==> config.mk <==
export PLATFORM = sky130hd
export DESIGN_NAME = uart_pkt_rx_flat
export DESIGN_NICKNAME = d
export VERILOG_FILES = /design/src/rtl/uart_pkt_rx_if.sv /design/src/rtl/uart_pkt_rx.sv /design/src/flat_wrapper.sv
export SDC_FILE = /design/constraint.sdc
export NUM_CORES = 1
export LEC_CHECK = 0
export ABC_AREA = 1
export BUFFER_PORTS_ARGS = -buffer_cell sky130_fd_sc_hd__buf_4
export CAP_MARGIN = 25
export CORE_UTILIZATION = 30
export DETAILED_ROUTE_END_ITERATION = 10
export PLACE_DENSITY = 0.5
export SKIP_LAST_GASP = 1
export SLEW_MARGIN = 20
export SYNTH_ARGS = -nofsm -noshare
export SYNTH_HDL_FRONTEND = slang
export SYNTH_SLANG_ARGS = --single-unit
==> constraint.sdc <==
create_clock -name clk -period 3.7 [get_ports clk]
set_input_delay 0.74 -clock clk [delete_from_list [all_inputs] [get_ports clk]]
set_output_delay 0.74 -clock clk [all_outputs]
set_load 0.01 [all_outputs]
==> src/rtl/uart_pkt_rx_if.sv <==
// ---------------------------------------------------------------------------
// uart_pkt_rx_if
// Bundles the two sides of the packet receiver:
//   FIFO side   : rx_empty, r_data (first-word-fall-through head), rd_uart (pop)
//   Stream side : m_data, m_valid, m_ready, m_last (payload bytes to consumer)
//   Status      : frame_ok / frame_err one-cycle pulses, err_code held cause
// modport master : the receiver's view (drives rd_uart, stream and status)
// modport slave  : the environment's view (drives FIFO flags/data and m_ready)
// ---------------------------------------------------------------------------
interface uart_pkt_rx_if;
  logic       rx_empty;
  logic [7:0] r_data;
  logic       rd_uart;
  logic [7:0] m_data;
  logic       m_valid;
  logic       m_ready;
  logic       m_last;
  logic       frame_ok;
  logic       frame_err;
  logic [1:0] err_code;

  modport master (
    input  rx_empty, r_data, m_ready,
    output rd_uart, m_data, m_valid, m_last, frame_ok, frame_err, err_code
  );

  modport slave (
    output rx_empty, r_data, m_ready,
    input  rd_uart, m_data, m_valid, m_last, frame_ok, frame_err, err_code
  );
endinterface

==> src/rtl/uart_pkt_rx.sv <==
// ---------------------------------------------------------------------------
// uart_pkt_rx
// Pulls bytes from a UART RX FIFO and parses frames of the form
//   SOF_BYTE, LEN, LEN payload bytes, CHK   (CHK = XOR of LEN and payload)
// Payload bytes are presented on a valid/ready stream with m_last on the
// final byte. Each frame ends with a one-cycle frame_ok or frame_err pulse;
// err_code keeps the cause of the latest error (01 length, 10 checksum,
// 11 inter-byte timeout).
// Ports:
//   clk  - single rising-edge clock
//   rst  - asynchronous active-low reset
//   bus  - uart_pkt_rx_if.master (FIFO side, stream side, status)
// ---------------------------------------------------------------------------
module uart_pkt_rx #(
  parameter logic [7:0] SOF_BYTE    = 8'hA5,
  parameter int         MAX_LEN     = 16,
  parameter int         TIMEOUT_CYC = 60000
) (
  input  logic          clk,
  input  logic          rst,
  uart_pkt_rx_if.master bus
);

  localparam int              TW        = $clog2(TIMEOUT_CYC + 1);
  localparam logic [7:0]      MAX_LEN_B = 8'(MAX_LEN);
  localparam logic [TW-1:0]   TMO_LAST  = TW'(TIMEOUT_CYC - 1);

  typedef enum logic [1:0] {
    IDLE    = 2'd0,
    LEN     = 2'd1,
    PAYLOAD = 2'd2,
    CHK     = 2'd3
  } state_t;

  state_t        state_r;
  state_t        state_s;
  logic [7:0]    len_cnt_r;
  logic [7:0]    len_cnt_s;
  logic [7:0]    xor_r;
  logic [7:0]    xor_s;
  logic [TW-1:0] tmo_r;
  logic          ok_s;
  logic          err_s;
  logic [1:0]    code_s;
  logic          frame_ok_r;
  logic          frame_err_r;
  logic [1:0]    err_code_r;
  logic [7:0]    m_data_r;
  logic          m_valid_r;
  logic          m_last_r;
  logic          rd_s;
  logic          pop_s;
  logic          load_s;
  logic          accept_s;
  logic          stall_s;
  logic          timeout_s;

  // FIFO pop strobe: payload bytes may only be popped when the output slot frees up
  always_comb begin
    rd_s = 1'b0;
    if (!rst) begin
      rd_s = 1'b0;
    end else if (bus.rx_empty) begin
      rd_s = 1'b0;
    end else if (state_r == PAYLOAD) begin
      rd_s = !m_valid_r || bus.m_ready;
    end else begin
      rd_s = 1'b1;
    end
  end

  assign pop_s    = rd_s;
  assign load_s   = pop_s && (state_r == PAYLOAD);
  assign accept_s = m_valid_r && bus.m_ready;
  // A byte is waiting but the consumer is holding us off: not an idle line.
  assign stall_s  = (state_r == PAYLOAD) && !bus.rx_empty && m_valid_r && !bus.m_ready;
  // Fires on the idle cycle that would bring the counter to TIMEOUT_CYC.
  assign timeout_s = (state_r != IDLE) && !pop_s && !stall_s && (tmo_r == TMO_LAST);

  // Frame parser next-state, length/checksum updates and status pulses
  always_comb begin
    state_s   = state_r;
    len_cnt_s = len_cnt_r;
    xor_s     = xor_r;
    ok_s      = 1'b0;
    err_s     = 1'b0;
    code_s    = err_code_r;
    case (state_r)
      IDLE: begin
        if (pop_s && (bus.r_data == SOF_BYTE)) begin
          state_s = LEN;
        end else begin
          state_s = IDLE;
        end
      end
      LEN: begin
        if (pop_s) begin
          if ((bus.r_data == 8'd0) || (bus.r_data > MAX_LEN_B)) begin
            err_s   = 1'b1;
            code_s  = 2'b01;
            state_s = IDLE;
          end else begin
            len_cnt_s = bus.r_data;
            xor_s     = bus.r_data;
            state_s   = PAYLOAD;
          end
        end else if (timeout_s) begin
          err_s   = 1'b1;
          code_s  = 2'b11;
          state_s = IDLE;
        end else begin
          state_s = LEN;
        end
      end
      PAYLOAD: begin
        if (pop_s) begin
          xor_s     = xor_r ^ bus.r_data;
          len_cnt_s = len_cnt_r - 8'd1;
          if (len_cnt_r == 8'd1) begin
            state_s = CHK;
          end else begin
            state_s = PAYLOAD;
          end
        end else if (timeout_s) begin
          err_s   = 1'b1;
          code_s  = 2'b11;
          state_s = IDLE;
        end else begin
          state_s = PAYLOAD;
        end
      end
      CHK: begin
        if (pop_s) begin
          if (bus.r_data == xor_r) begin
            ok_s = 1'b1;
          end else begin
            err_s  = 1'b1;
            code_s = 2'b10;
          end
          state_s = IDLE;
        end else if (timeout_s) begin
          err_s   = 1'b1;
          code_s  = 2'b11;
          state_s = IDLE;
        end else begin
          state_s = CHK;
        end
      end
      default: begin
        state_s = IDLE;
      end
    endcase
  end

  // Parser state, length counter, running XOR and status registers
  always_ff @(posedge clk or negedge rst) begin
    if (!rst) begin
      state_r     <= IDLE;
      len_cnt_r   <= 8'd0;
      xor_r       <= 8'd0;
      frame_ok_r  <= 1'b0;
      frame_err_r <= 1'b0;
      err_code_r  <= 2'b00;
    end else begin
      state_r     <= state_s;
      len_cnt_r   <= len_cnt_s;
      xor_r       <= xor_s;
      frame_ok_r  <= ok_s;
      frame_err_r <= err_s;
      err_code_r  <= code_s;
    end
  end

  // Inter-byte timeout counter: cleared by any pop or while idle, frozen on consumer stall
  always_ff @(posedge clk or negedge rst) begin
    if (!rst) begin
      tmo_r <= '0;
    end else if (pop_s || (state_r == IDLE) || timeout_s) begin
      tmo_r <= '0;
    end else if (stall_s) begin
      tmo_r <= tmo_r;
    end else begin
      tmo_r <= tmo_r + TW'(1);
    end
  end

  // Payload output slot: a same-cycle load and handshake replaces the byte with no bubble
  always_ff @(posedge clk or negedge rst) begin
    if (!rst) begin
      m_data_r  <= 8'd0;
      m_valid_r <= 1'b0;
      m_last_r  <= 1'b0;
    end else if (load_s) begin
      m_data_r  <= bus.r_data;
      m_valid_r <= 1'b1;
      m_last_r  <= (len_cnt_r == 8'd1);
    end else if (accept_s) begin
      m_valid_r <= 1'b0;
      m_last_r  <= 1'b0;
    end
  end

  assign bus.rd_uart   = rd_s;
  assign bus.m_data    = m_data_r;
  assign bus.m_valid   = m_valid_r;
  assign bus.m_last    = m_last_r;
  assign bus.frame_ok  = frame_ok_r;
  assign bus.frame_err = frame_err_r;
  assign bus.err_code  = err_code_r;

endmodule
==> src/flat_wrapper.sv <==
// flat-port wrapper written by rule: the top's interface ports become plain ports
module uart_pkt_rx_flat 
#(
  parameter logic [7:0] SOF_BYTE    = 8'hA5,
  parameter int         MAX_LEN     = 16,
  parameter int         TIMEOUT_CYC = 60000
)
  (clk, rst, bus_rx_empty, bus_r_data, bus_m_ready, bus_rd_uart, bus_m_data, bus_m_valid, bus_m_last, bus_frame_ok, bus_frame_err, bus_err_code);
  uart_pkt_rx_if bus_i ();
  input  logic clk;
  input  logic rst;
  input wire logic [$bits(bus_i.rx_empty)-1:0] bus_rx_empty;
  input wire logic [$bits(bus_i.r_data)-1:0] bus_r_data;
  input wire logic [$bits(bus_i.m_ready)-1:0] bus_m_ready;
  output wire logic [$bits(bus_i.rd_uart)-1:0] bus_rd_uart;
  output wire logic [$bits(bus_i.m_data)-1:0] bus_m_data;
  output wire logic [$bits(bus_i.m_valid)-1:0] bus_m_valid;
  output wire logic [$bits(bus_i.m_last)-1:0] bus_m_last;
  output wire logic [$bits(bus_i.frame_ok)-1:0] bus_frame_ok;
  output wire logic [$bits(bus_i.frame_err)-1:0] bus_frame_err;
  output wire logic [$bits(bus_i.err_code)-1:0] bus_err_code;
  assign bus_i.rx_empty = bus_rx_empty;
  assign bus_i.r_data = bus_r_data;
  assign bus_i.m_ready = bus_m_ready;
  assign bus_rd_uart = bus_i.rd_uart;
  assign bus_m_data = bus_i.m_data;
  assign bus_m_valid = bus_i.m_valid;
  assign bus_m_last = bus_i.m_last;
  assign bus_frame_ok = bus_i.frame_ok;
  assign bus_frame_err = bus_i.frame_err;
  assign bus_err_code = bus_i.err_code;
  uart_pkt_rx #(.SOF_BYTE(SOF_BYTE), .MAX_LEN(MAX_LEN), .TIMEOUT_CYC(TIMEOUT_CYC)) u_core (.clk(clk), .rst(rst), .bus(bus_i));
endmodule
==> metrics, run 1 <==
register area share after synthesis 42.74%; worst path cell trace nor2_4, nand2_2, nand2_4, inv_2, buf_4; main area contributors after synthesis dfrtp_1 43%, nand2_1 14%, nor2_1 7.7%; Post-Syn Area 2810 µm²; Site Rows 34; syn_nets 413; RePlAce Congestion 0.8661; Boundary Pins 27; Worst Setup Path Type reg -> out; core box area 8891 µm²; full die area 9758 µm²; Ys Warns 0; crit path capture type output pin; initial antenna violation count 0; synth unique cells 30; via/cell ratio 4.833; fraction of layout cells with a size suffix above 1 11.50%; chip width 98.79 µm; Syn-to-layout area delta 14.29%; top-count cell post-synth nand2_1; total grt overflow 0; Hold Buf Count CTS 0; clock group share of total power 38.5%; CP max-delay cell nor2_4; Final Util 36.12%; Max-Cap Viols 0; VDD IR max 0.0001382 V; Initial Util 31.61%; Mapped Cells 398; Worst Path Buf+Inv 2; IO Port Bufs 26; post-synthesis compound-gate area fraction 12.07%; run status completed; RSZ-0062 raised after global routing false; first-pass GRT wire length 12,240 µm; CP Max Fanout 22; final worst slack 1178 ps; Post-Synth Adder-Cell Area 1.336%; combinational cell fraction of total power 7.9%; fraction of registers with async set/reset 100.0%; Total Routed Length 7140 µm; clk buf depth 2; switch share 24.25%; FMAX 0.3965 GHz; final period utilization 68.16%; Largest delay share family, worst path simple AND/OR/NAND/NOR gates; H-tree levels 2; # diodes 0; post-route ant nets 0; post-placement cell count 526; Final Cell Area 3212 µm²; DP Area 3104 µm²; Worst Path Arrival 1780 ps; Layout Nets 440; reg2reg path depth 10; Stages on worst setup path 5; vias in the first global route 2,567; Worst-path clk slew 90 ps; clock skew 7.606 ps; total track usage 15.94%; clk sink count 48; final setup violation count 0; LEAKAGE 1.505 nW; Final Max Tran Viols 0; Synth top cells by count 107 x nand2_1, 58 x nor2_1, 48 x dfrtp_1, 48 x inv_1, 24 x o21ai_0; DRT iter0 DRCs 117; Synth Area in XOR/XNOR 1.247%; hold path depth 2; Simple-Gate Fraction of Synth Area 33.75%; number of buffers created by CTS 5; DRT Pass-1 Iters 4; dpl ws 1180 ps; root buf cell clkbuf_8; largest net degree at the start of global routing 50; largest family of logic cells by synthesized area simple AND/OR/NAND/NOR gates; Power Density 312.6 nW/µm²; Slew @ Worst Pin 654.9 ps; sw power 243.5 µW; clock latency on the worst-skew pair 300 ps; Residual DRC 0; Die Y 98.79 µm; crit start category register; Top FF cell, synth dfrtp_1; Mapped Avg Cell Area 7.061 µm²; Final min period 2522 ps; required time of the critical path 2960 ps; EDFF count, synth 0; Seq pwr share 53.6%; Setup Buffers After CTS 0; CP max stage delay 490 ps; Slew HR 56.34%; final hold vios 0; Synth top area share 42.74%; Internal 760.4 µW; mux contribution to synthesized area 0%; Post-DP HPWL 5314 µm; routed wire length per instance 13.37 µm; Hold Crit Class reg -> reg; number of synthesized register bits 48; non-filler cells in the finished layout 534; CTS tree done; Setup TNS 0 ps; Resize count post-CTS 0; cell taking the most area after synthesis dfrtp_1; number of vias in the routed layout 2,581
==> worst register-to-register path, stage by stage (launching register included) <==
cell	delay (ps)
dfrtp_1	470
nor2_4	490
nand2_2	170
nand2_4	130
inv_2	70
nand2_4	160
inv_2	100
nor2_8	320
inv_2	150
o21ai_0	110
o21ai_1	80
==> per-layer routing <==
metal / vias to the layer above / track usage (%) / share of wire (%)
li1: 1329 / - / -
met1: 1200 / 19.75 / 46
met2: 44 / 27.97 / 49
met3: 8 / 2.695 / 3.3
met4: 0 / 5.511 / 1.9
met5: - / 0 / 0
==> stage by stage <==
| step | total power [mW] | hold WS (ps) |
|---|---|---|
| after global routing | 1.053 | 538.3 |
| final | 1.004 | 495.6 |
| after detailed placement | 0.6293 | 479.6 |
| after floorplan | 0.5845 | 444.4 |
| after CTS | 1.021 | 503.1 |
| after global placement | 0.6284 | 474.4 |
==> worst paths after layout <==
| kind | startpoint | end | slack (ps) |
|---|---|---|---|
| max reg2reg | u_core.state_r[0] | u_core.len_cnt_r[5] | 1340 |
| min in group asynchronous | rst | u_core.tmo_r[3] | 540 |
| min reg2reg | u_core.bus.m_data[5] | u_core.bus.m_data[5] | 500 |
| max | u_core.state_r[0] | bus_rd_uart | 1180 |
| max in group asynchronous | rst | u_core.tmo_r[10] | 2700 |
| min | u_core.bus.m_data[5] | u_core.bus.m_data[5] | 500 |
==> area by class of cell <==
cell class                      count  area, µm²
Fill cell                         954       5679
Multi-Input combinational cell    289       1360
Sequential cell                    48       1201
Inverter                           54      205.2
Timing Repair Buffer               27      202.7
Tap cell                          108      135.1
Clock buffer                        6      72.57
Clock inverter                      2      35.03
==> kinds of logic after synthesis <==
group,count (synthesis)
compound gates,64
buf+inv,61
simple gates,218
xor+xnor,4
fa+ha+maj,3
flops,48
==> power by group through the flow <==
stage	combinational, mW	clock, mW	sequential (mW)
finish	0.0797	0.386	0.538
global route	0.0921	0.422	0.539
CTS	0.0813	0.402	0.538
detailed placement	0.0812	0	0.548
global placement	0.0805	0	0.548
floorplan	0.0360	0	0.548
==> sequential cells by signal, indices dropped and copies added (netlist names) <==
signal	flops
u_core.state_r	2
u_core.bus.m_data	8
u_core.xor_r	8
u_core.bus.m_valid	1
u_core.bus.err_code	2
u_core.bus.frame_err	1
u_core.bus.frame_ok	1
u_core.bus.m_last	1
u_core.len_cnt_r	8
u_core.tmo_r	16
==> cell usage in the layout, fill, tap and decap left out <==
cell       count
nand2_1      107
nor2_1        58
inv_1         48
dfrtp_1       48
buf_4         27
o21ai_0       24
nand3_1       21
a21oi_1       19
nand4_1       12
o21ai_1       12
nor3_1         9
inv_2          5
a31oi_1        5
clkbuf_8       5
xor2_1         4
ha_1           3
nand2_4        2
nand3b_1       2
or2_2          2
nor2_4         1
nand2_2        1
o311ai_0       1
nor2_8         1
nor3_2         1
o21bai_1       1
o21ai_2        1
inv_4          1
and3_1         1
o21a_1         1
bufinv_16      1
clkinv_2       1
clkbuf_1       1
Note: power is estimated with default switching activity, not from simulation.
==> inputs of run 2 (changes only) <==
PLACE_DENSITY = 0.52   (was 0.5)
clock period = 2.12 ns   (was 3.7 ns; I/O delays follow)
==> run 2 against run 1 <==
Net effect: clock skew fell by 1.3 ps; first-iteration DRC count fell by 36%; non-clock buffer count rose by 5; worst hold slack got worse by 410 ps; wire length barely moved; design area rose by 1.8%; power rose by 86%; sequential share of layout area fell by 0.67 points; via count rose by 0.12%; die area did not move; final cell count rose by 0.75%; critical path depth rose by 1; critical path type unchanged; critical endpoint unchanged.
==> metrics, run 2 (synthesis gave the netlist of run 1 again) <==
clock group share of total power 42.3% (was 38.5%); clock latency on the worst-skew pair 310 ps (was 300 ps); core box area 8891 µm² (unchanged); FMAX 0.5639 GHz; Worst Setup Path Type reg -> out (unchanged); Hold Buf Count CTS 0 (unchanged); clk sink count 48 (unchanged); vias in the first global route 2,554 (was 2,567); most common cell after layout, fill and taps aside nand2_1 (unchanged); Final Util 36.79% (was 36.12%); total track usage 16.15% (was 15.94%); RR Endpoint u_core.len_cnt_r[5] (unchanged); Boundary Pins 27 (unchanged); Max-Cap Viols 0 (unchanged); R2R setup slack 360 ps (was 1340 ps); H-tree levels 2 (unchanged); Multi-input gate area 1360 µm² (unchanged); routed wire length per instance 13.27 µm (was 13.37 µm); CTS tree done (unchanged); number of buffers created by CTS 5 (unchanged); Setup Buffers After CTS 0 (unchanged); Site Rows 34 (unchanged); Syn-to-layout area delta 16.38% (was 14.29%); number of vias in the routed layout 2,584 (was 2,581); clk buf depth 2 (unchanged); final hold vios 0 (unchanged); first-pass GRT wire length 12,370 µm (was 12,240 µm); Slew @ Worst Pin 480.5 ps (was 654.9 ps); Hold Crit Class in -> async (was reg -> reg); Setup TNS 0 ps (unchanged); leading cell types in the layout, fill and taps excluded 107 x nand2_1, 58 x nor2_1, 48 x inv_1, 48 x dfrtp_1, 32 x buf_4 (was 107 x nand2_1, 58 x nor2_1, 48 x inv_1, 48 x dfrtp_1, 27 x buf_4); Fillers 925 (was 954); Post-DP HPWL 5421 µm (was 5314 µm); # diodes 0 (unchanged); run status completed (unchanged); final setup violation count 0 (unchanged); max reg flops 16 (unchanged); Die Y 98.79 µm (unchanged); RSZ-0062 raised after global routing false (unchanged); IO Port Bufs 26 (unchanged); Residual DRC 0 (unchanged); Resize count post-CTS 0 (unchanged); Power Density 572.4 nW/µm² (was 312.6 nW/µm²); Largest delay share family, worst path flip-flops (was simple AND/OR/NAND/NOR gates); DRT Pass-1 Iters 4 (unchanged); most frequent CP cell inv_2; Final min period 1773 ps; sw power 428.4 µW (was 243.5 µW); R2R Path Start u_core.bus.m_valid (was u_core.state_r[0]); post-route ant nets 0 (unchanged); final period utilization 83.65%; Initial Util 31.61% (unchanged); combinational cell fraction of total power 7.5% (was 7.9%); CP Max Fanout 6 (was 22); CP max-delay cell dfrtp_1 (was nor2_4); Worst-path clk slew 90 ps (about the same); worst path cell trace inv_2, nor2_4, nand2_2, nand2_4, inv_2, buf_4 (was nor2_4, nand2_2, nand2_4, inv_2, buf_4); via/cell ratio 4.803 (was 4.833); LEAKAGE 1.537 nW (was 1.505 nW); Layout Nets 445 (was 440); fraction of layout cells with a size suffix above 1 12.56% (was 11.50%); largest net degree at the start of global routing 35 (was 50); root buf cell clkbuf_8 (unchanged); Internal 1.444 mW (was 760.4 µW); Worst Path Buf+Inv 3 (was 2); Sequential Area 1201 µm² (unchanged); initial antenna violation count 0 (unchanged); CP max stage delay 420 ps (was 490 ps); switch share 22.89% (was 24.25%); Seq pwr share 50.1% (was 53.6%); full die area 9758 µm² (unchanged); Total Routed Length 7139 µm (was 7140 µm); required time of the critical path 1700 ps (was 2960 ps); reg2reg path depth 11 (was 10); Final Max Tran Viols 0 (unchanged); total grt overflow 0 (unchanged); Worst Path Arrival 1350 ps (was 1780 ps); Largest Register u_core.tmo_r (unchanged); crit start category register (unchanged); chip width 98.79 µm (unchanged); RePlAce Congestion 0.8750 (was 0.8661); Slew HR 67.88% (was 56.34%); crit path capture type output pin (unchanged); DRT iter0 DRCs 75 (was 117); clock skew 6.292 ps (was 7.606 ps); VDD IR max 0.0002660 V (was 0.0001382 V)
run 2: cell count changes in the layout (fill, tap and decap cells not counted), sizes merged:
cell and change:
clkinv -1, bufinv +1, clkbuf -1, buf +5
run 2: area by class of cell:
cell class / count / share of cell area (%)
Tap cell: 108 / 4.132
Inverter: 54 / 6.274
Sequential cell: 48 / 36.73
Clock inverter: 2 / 1.836
Clock buffer: 5 / 2.104
Timing Repair Buffer: 32 / 7.345
Multi-Input combinational cell: 289 / 41.58
run 2: worst max-delay path by stage:
stage,from,to,depth (start not counted)
2_1_floorplan,bus_r_data[1],u_core.len_cnt_r[4],9
3_3_place_gp,bus_m_ready,u_core.len_cnt_r[5],11
3_5_place_dp,bus_r_data[1],u_core.len_cnt_r[1],10
4_1_cts,u_core.bus.m_valid,bus_rd_uart,6
5_1_grt,u_core.bus.m_valid,u_core.len_cnt_r[3],11
6_report,u_core.state_r[1],bus_rd_uart,6
run 2: power groups by stage:
stage	combinational [mW]	clock (mW)	sequential, mW
after CTS	0.144	0.823	0.939
after detailed placement	0.144	0	0.957
after global placement	0.143	0	0.956
after floorplan	0.0629	0	0.957
final	0.141	0.792	0.938
after global routing	0.162	0.840	0.941
run 2: per-stage QoR:
step | hold WS [ps] | worst slack, ps | area, µm² | std cells | power, mW
after global placement | 434.2 | 262.2 | 3142 | 531 | 1.100
after CTS | 90.12 | 305.8 | 3271 | 538 | 1.905
final | 88.61 | 346.7 | 3271 | 538 | 1.872
after floorplan | 128.4 | 603.8 | 2810 | 398 | 1.020
after detailed placement | 431.2 | 202.3 | 3142 | 531 | 1.100
after global routing | 94.19 | 120.7 | 3271 | 538 | 1.942
run 2: per-layer routing:
metal / wire length (µm) / part of all wire, % / up-vias / GRT usage [%]
li1: - / - / 1341 / -
met1: 3302 / 46 / 1193 / 20.40
met2: 3474 / 49 / 44 / 27.97
met3: 268 / 3.8 / 6 / 3.333
met4: 93 / 1.3 / 0 / 4.363
met5: 0 / 0 / - / 0
==> inputs of run 3 (changes only) <==
PLACE_DENSITY = 0.5   (was 0.52)
clock period = 1.8 ns   (was 2.12 ns; I/O delays follow)
==> run 3 against run 2 <==
Net effect: clock power increased by 1%; combinational power increased by 23%; die area unchanged; design area increased by 3.9%; non-clock buffer count increased by 16; largest cell class unchanged; critical path type unchanged; worst hold slack got worse by 57 ps; first-iteration DRC count increased by 79%; largest power group unchanged; sequential share of layout area decreased by 1.3 points; via count increased by 3.2%; sequential cell count unchanged; register-to-register slack got worse by 260 ps.
==> metrics, run 3 (synthesis gave the netlist of run 1 again) <==
RePlAce Congestion 0.8803 (was 0.8750); R2R Path Start u_core.state_r[1] (was u_core.bus.m_valid); DP Area 3214 µm² (was 3142 µm²); Layout Nets 461 (was 445); leading cell types in the layout, fill and taps excluded 107 x nand2_1, 57 x nor2_1, 48 x inv_1 (was 107 x nand2_1, 58 x nor2_1, 48 x inv_1, 48 x dfrtp_1, 32 x buf_4); root buf cell clkbuf_8 (unchanged); max reg flops 16 (unchanged); Max-Cap Viols 0 (unchanged); core box area 8891 µm² (unchanged); number of vias in the routed layout 2,666 (was 2,584); worst path cell trace inv_2, nor2_4, nand2_2, nand2_4, inv_2, buf_4, buf_4 (was inv_2, nor2_4, nand2_2, nand2_4, inv_2, buf_4); crit path capture type output pin (unchanged); Final Util 38.22% (was 36.79%); post-placement cell count 539 (was 531); Slew @ Worst Pin 427.7 ps (was 480.5 ps); final hold vios 0 (unchanged); Residual DRC 0 (unchanged); clk buf depth 2 (unchanged); Site Rows 34 (unchanged); Syn-to-layout area delta 20.93% (was 16.38%); Fillers 932 (was 925); non-filler cells in the finished layout 555 (was 538); Final Cell Area 3398 µm² (was 3271 µm²); RR Endpoint u_core.bus.err_code[1] (was u_core.len_cnt_r[5]); total grt overflow 0 (unchanged); DRT iter0 DRCs 134 (was 75); reg2reg path depth 10 (was 11); Largest Register u_core.tmo_r (unchanged); first-pass GRT wire length 12,380 µm (was 12,370 µm); clock skew 8.984 ps (was 6.292 ps); number of buffers created by CTS 5 (unchanged); crit start category register (unchanged); final period utilization 97.25%; clock latency on the worst-skew pair 310 ps (about the same); initial antenna violation count 0 (unchanged); FMAX 0.5712 GHz; clk sink count 48 (unchanged); Final Max Tran Viols 0 (unchanged); via/cell ratio 4.804 (was 4.803); CP max stage delay 380 ps (was 420 ps); Boundary Pins 27 (unchanged); R2R setup slack 100 ps (was 360 ps); CTS tree done (unchanged); # diodes 0 (unchanged); CP Max Fanout 6 (unchanged); CP max-delay cell dfrtp_1 (unchanged); Total Routed Length 7314 µm (was 7139 µm); Initial Util 31.61% (unchanged); most common cell after layout, fill and taps aside nand2_1 (unchanged); DRT Pass-1 Iters 4 (unchanged); Setup TNS 0 ps (unchanged); total track usage 16.19% (was 16.15%); H-tree levels 2 (unchanged); IO Port Bufs 26 (unchanged); required time of the critical path 1440 ps (was 1700 ps); full die area 9758 µm² (unchanged); Worst Setup Path Type reg -> out (unchanged); RSZ-0062 raised after global routing false (unchanged); Post-DP HPWL 5586 µm (was 5421 µm); post-route ant nets 0 (unchanged); Pwr Total 2.081 mW (was 1.872 mW); Worst-path clk slew 100 ps (was 90 ps); final setup violation count 0 (unchanged); Worst Path Arrival 1390 ps (was 1350 ps); Final min period 1751 ps; fraction of layout cells with a size suffix above 1 16.11% (was 12.56%); VDD IR max 0.0004181 V (was 0.0002660 V); largest net degree at the start of global routing 33 (was 35); run status completed (unchanged); chip width 98.79 µm (unchanged); Hold Buf Count CTS 0 (unchanged); Power Density 612.3 nW/µm² (was 572.4 nW/µm²); LEAKAGE 1.611 nW (was 1.537 nW); routed wire length per instance 13.18 µm (was 13.27 µm); Hold Crit Class in -> async (unchanged); Die Y 98.79 µm (unchanged); vias in the first global route 2,505 (was 2,554); Slew HR 71.49% (was 67.88%)
## run 3: layer usage
layer | global-route usage [%] | vias to the layer above | routed length [µm] | part of all wire, %
met1 | 21.54 | 1225 | 3370 | 46
met4 | 5.281 | 0 | 138 | 1.9
met2 | 27.22 | 52 | 3576 | 49
met3 | 2.128 | 11 | 228 | 3.1
met5 | 0 | - | 0 | 0
li1 | - | 1378 | - | -
## run 3: worst max-delay path by stage
stage                      start                   to  slack (ps)  cells past startpoint
2_1_floorplan  u_core.state_r[0]  u_core.len_cnt_r[1]         300                     10
3_3_place_gp     u_core.tmo_r[1]      u_core.tmo_r[7]          40                      7
3_5_place_dp       bus_r_data[1]  u_core.len_cnt_r[7]          40                     10
4_1_cts          u_core.tmo_r[1]      u_core.tmo_r[7]          30                      7
5_1_grt        u_core.state_r[1]          bus_rd_uart       0.008                      7
6_report       u_core.state_r[1]          bus_rd_uart          50                      7
## run 3: stage by stage
step / hold slack (ps) / setup WS, ps
after floorplan: 64.41 / 301.3
after global placement: 386.9 / 43.49
after detailed placement: 381.9 / 37.47
after CTS: 43.46 / 29.48
after global routing: 54.37 / 0.007772
final: 31.60 / 49.43
## run 3: worst max-delay path, delay by kind of cell, from the launching register on
kind	cells	cell delay, ps
flops	1	380
buf+inv	4	410
simple gates	3	290
## run 3: report_power, final
group / internal, mW / switching [mW] / leakage (nW)
sequential: 1.09 / 0.0123 / 0.633
combinational: 0.0646 / 0.108 / 0.923
clock: 0.413 / 0.389 / 0.0552
total: 1.57 / 0.509 / 1.61
## run 3: area by class of cell
type	count	area [µm²]	share of cell area, %
clock buffers	6	72.57	2.135
clock inverters	2	35.03	1.031
inverters	54	205.2	6.038
multi-input cells	289	1375	40.46
flip-flops and latches	48	1202	35.38
well taps	108	135.1	3.976
repair buffers	48	372.9	10.97
## run 3: repair_timing
action / CTS / global route
resized for setup: 3 / 1
endpoints found under the setup margin: 1 / 11
setup buffers: 2 / 6
pin swaps: 0 / 2
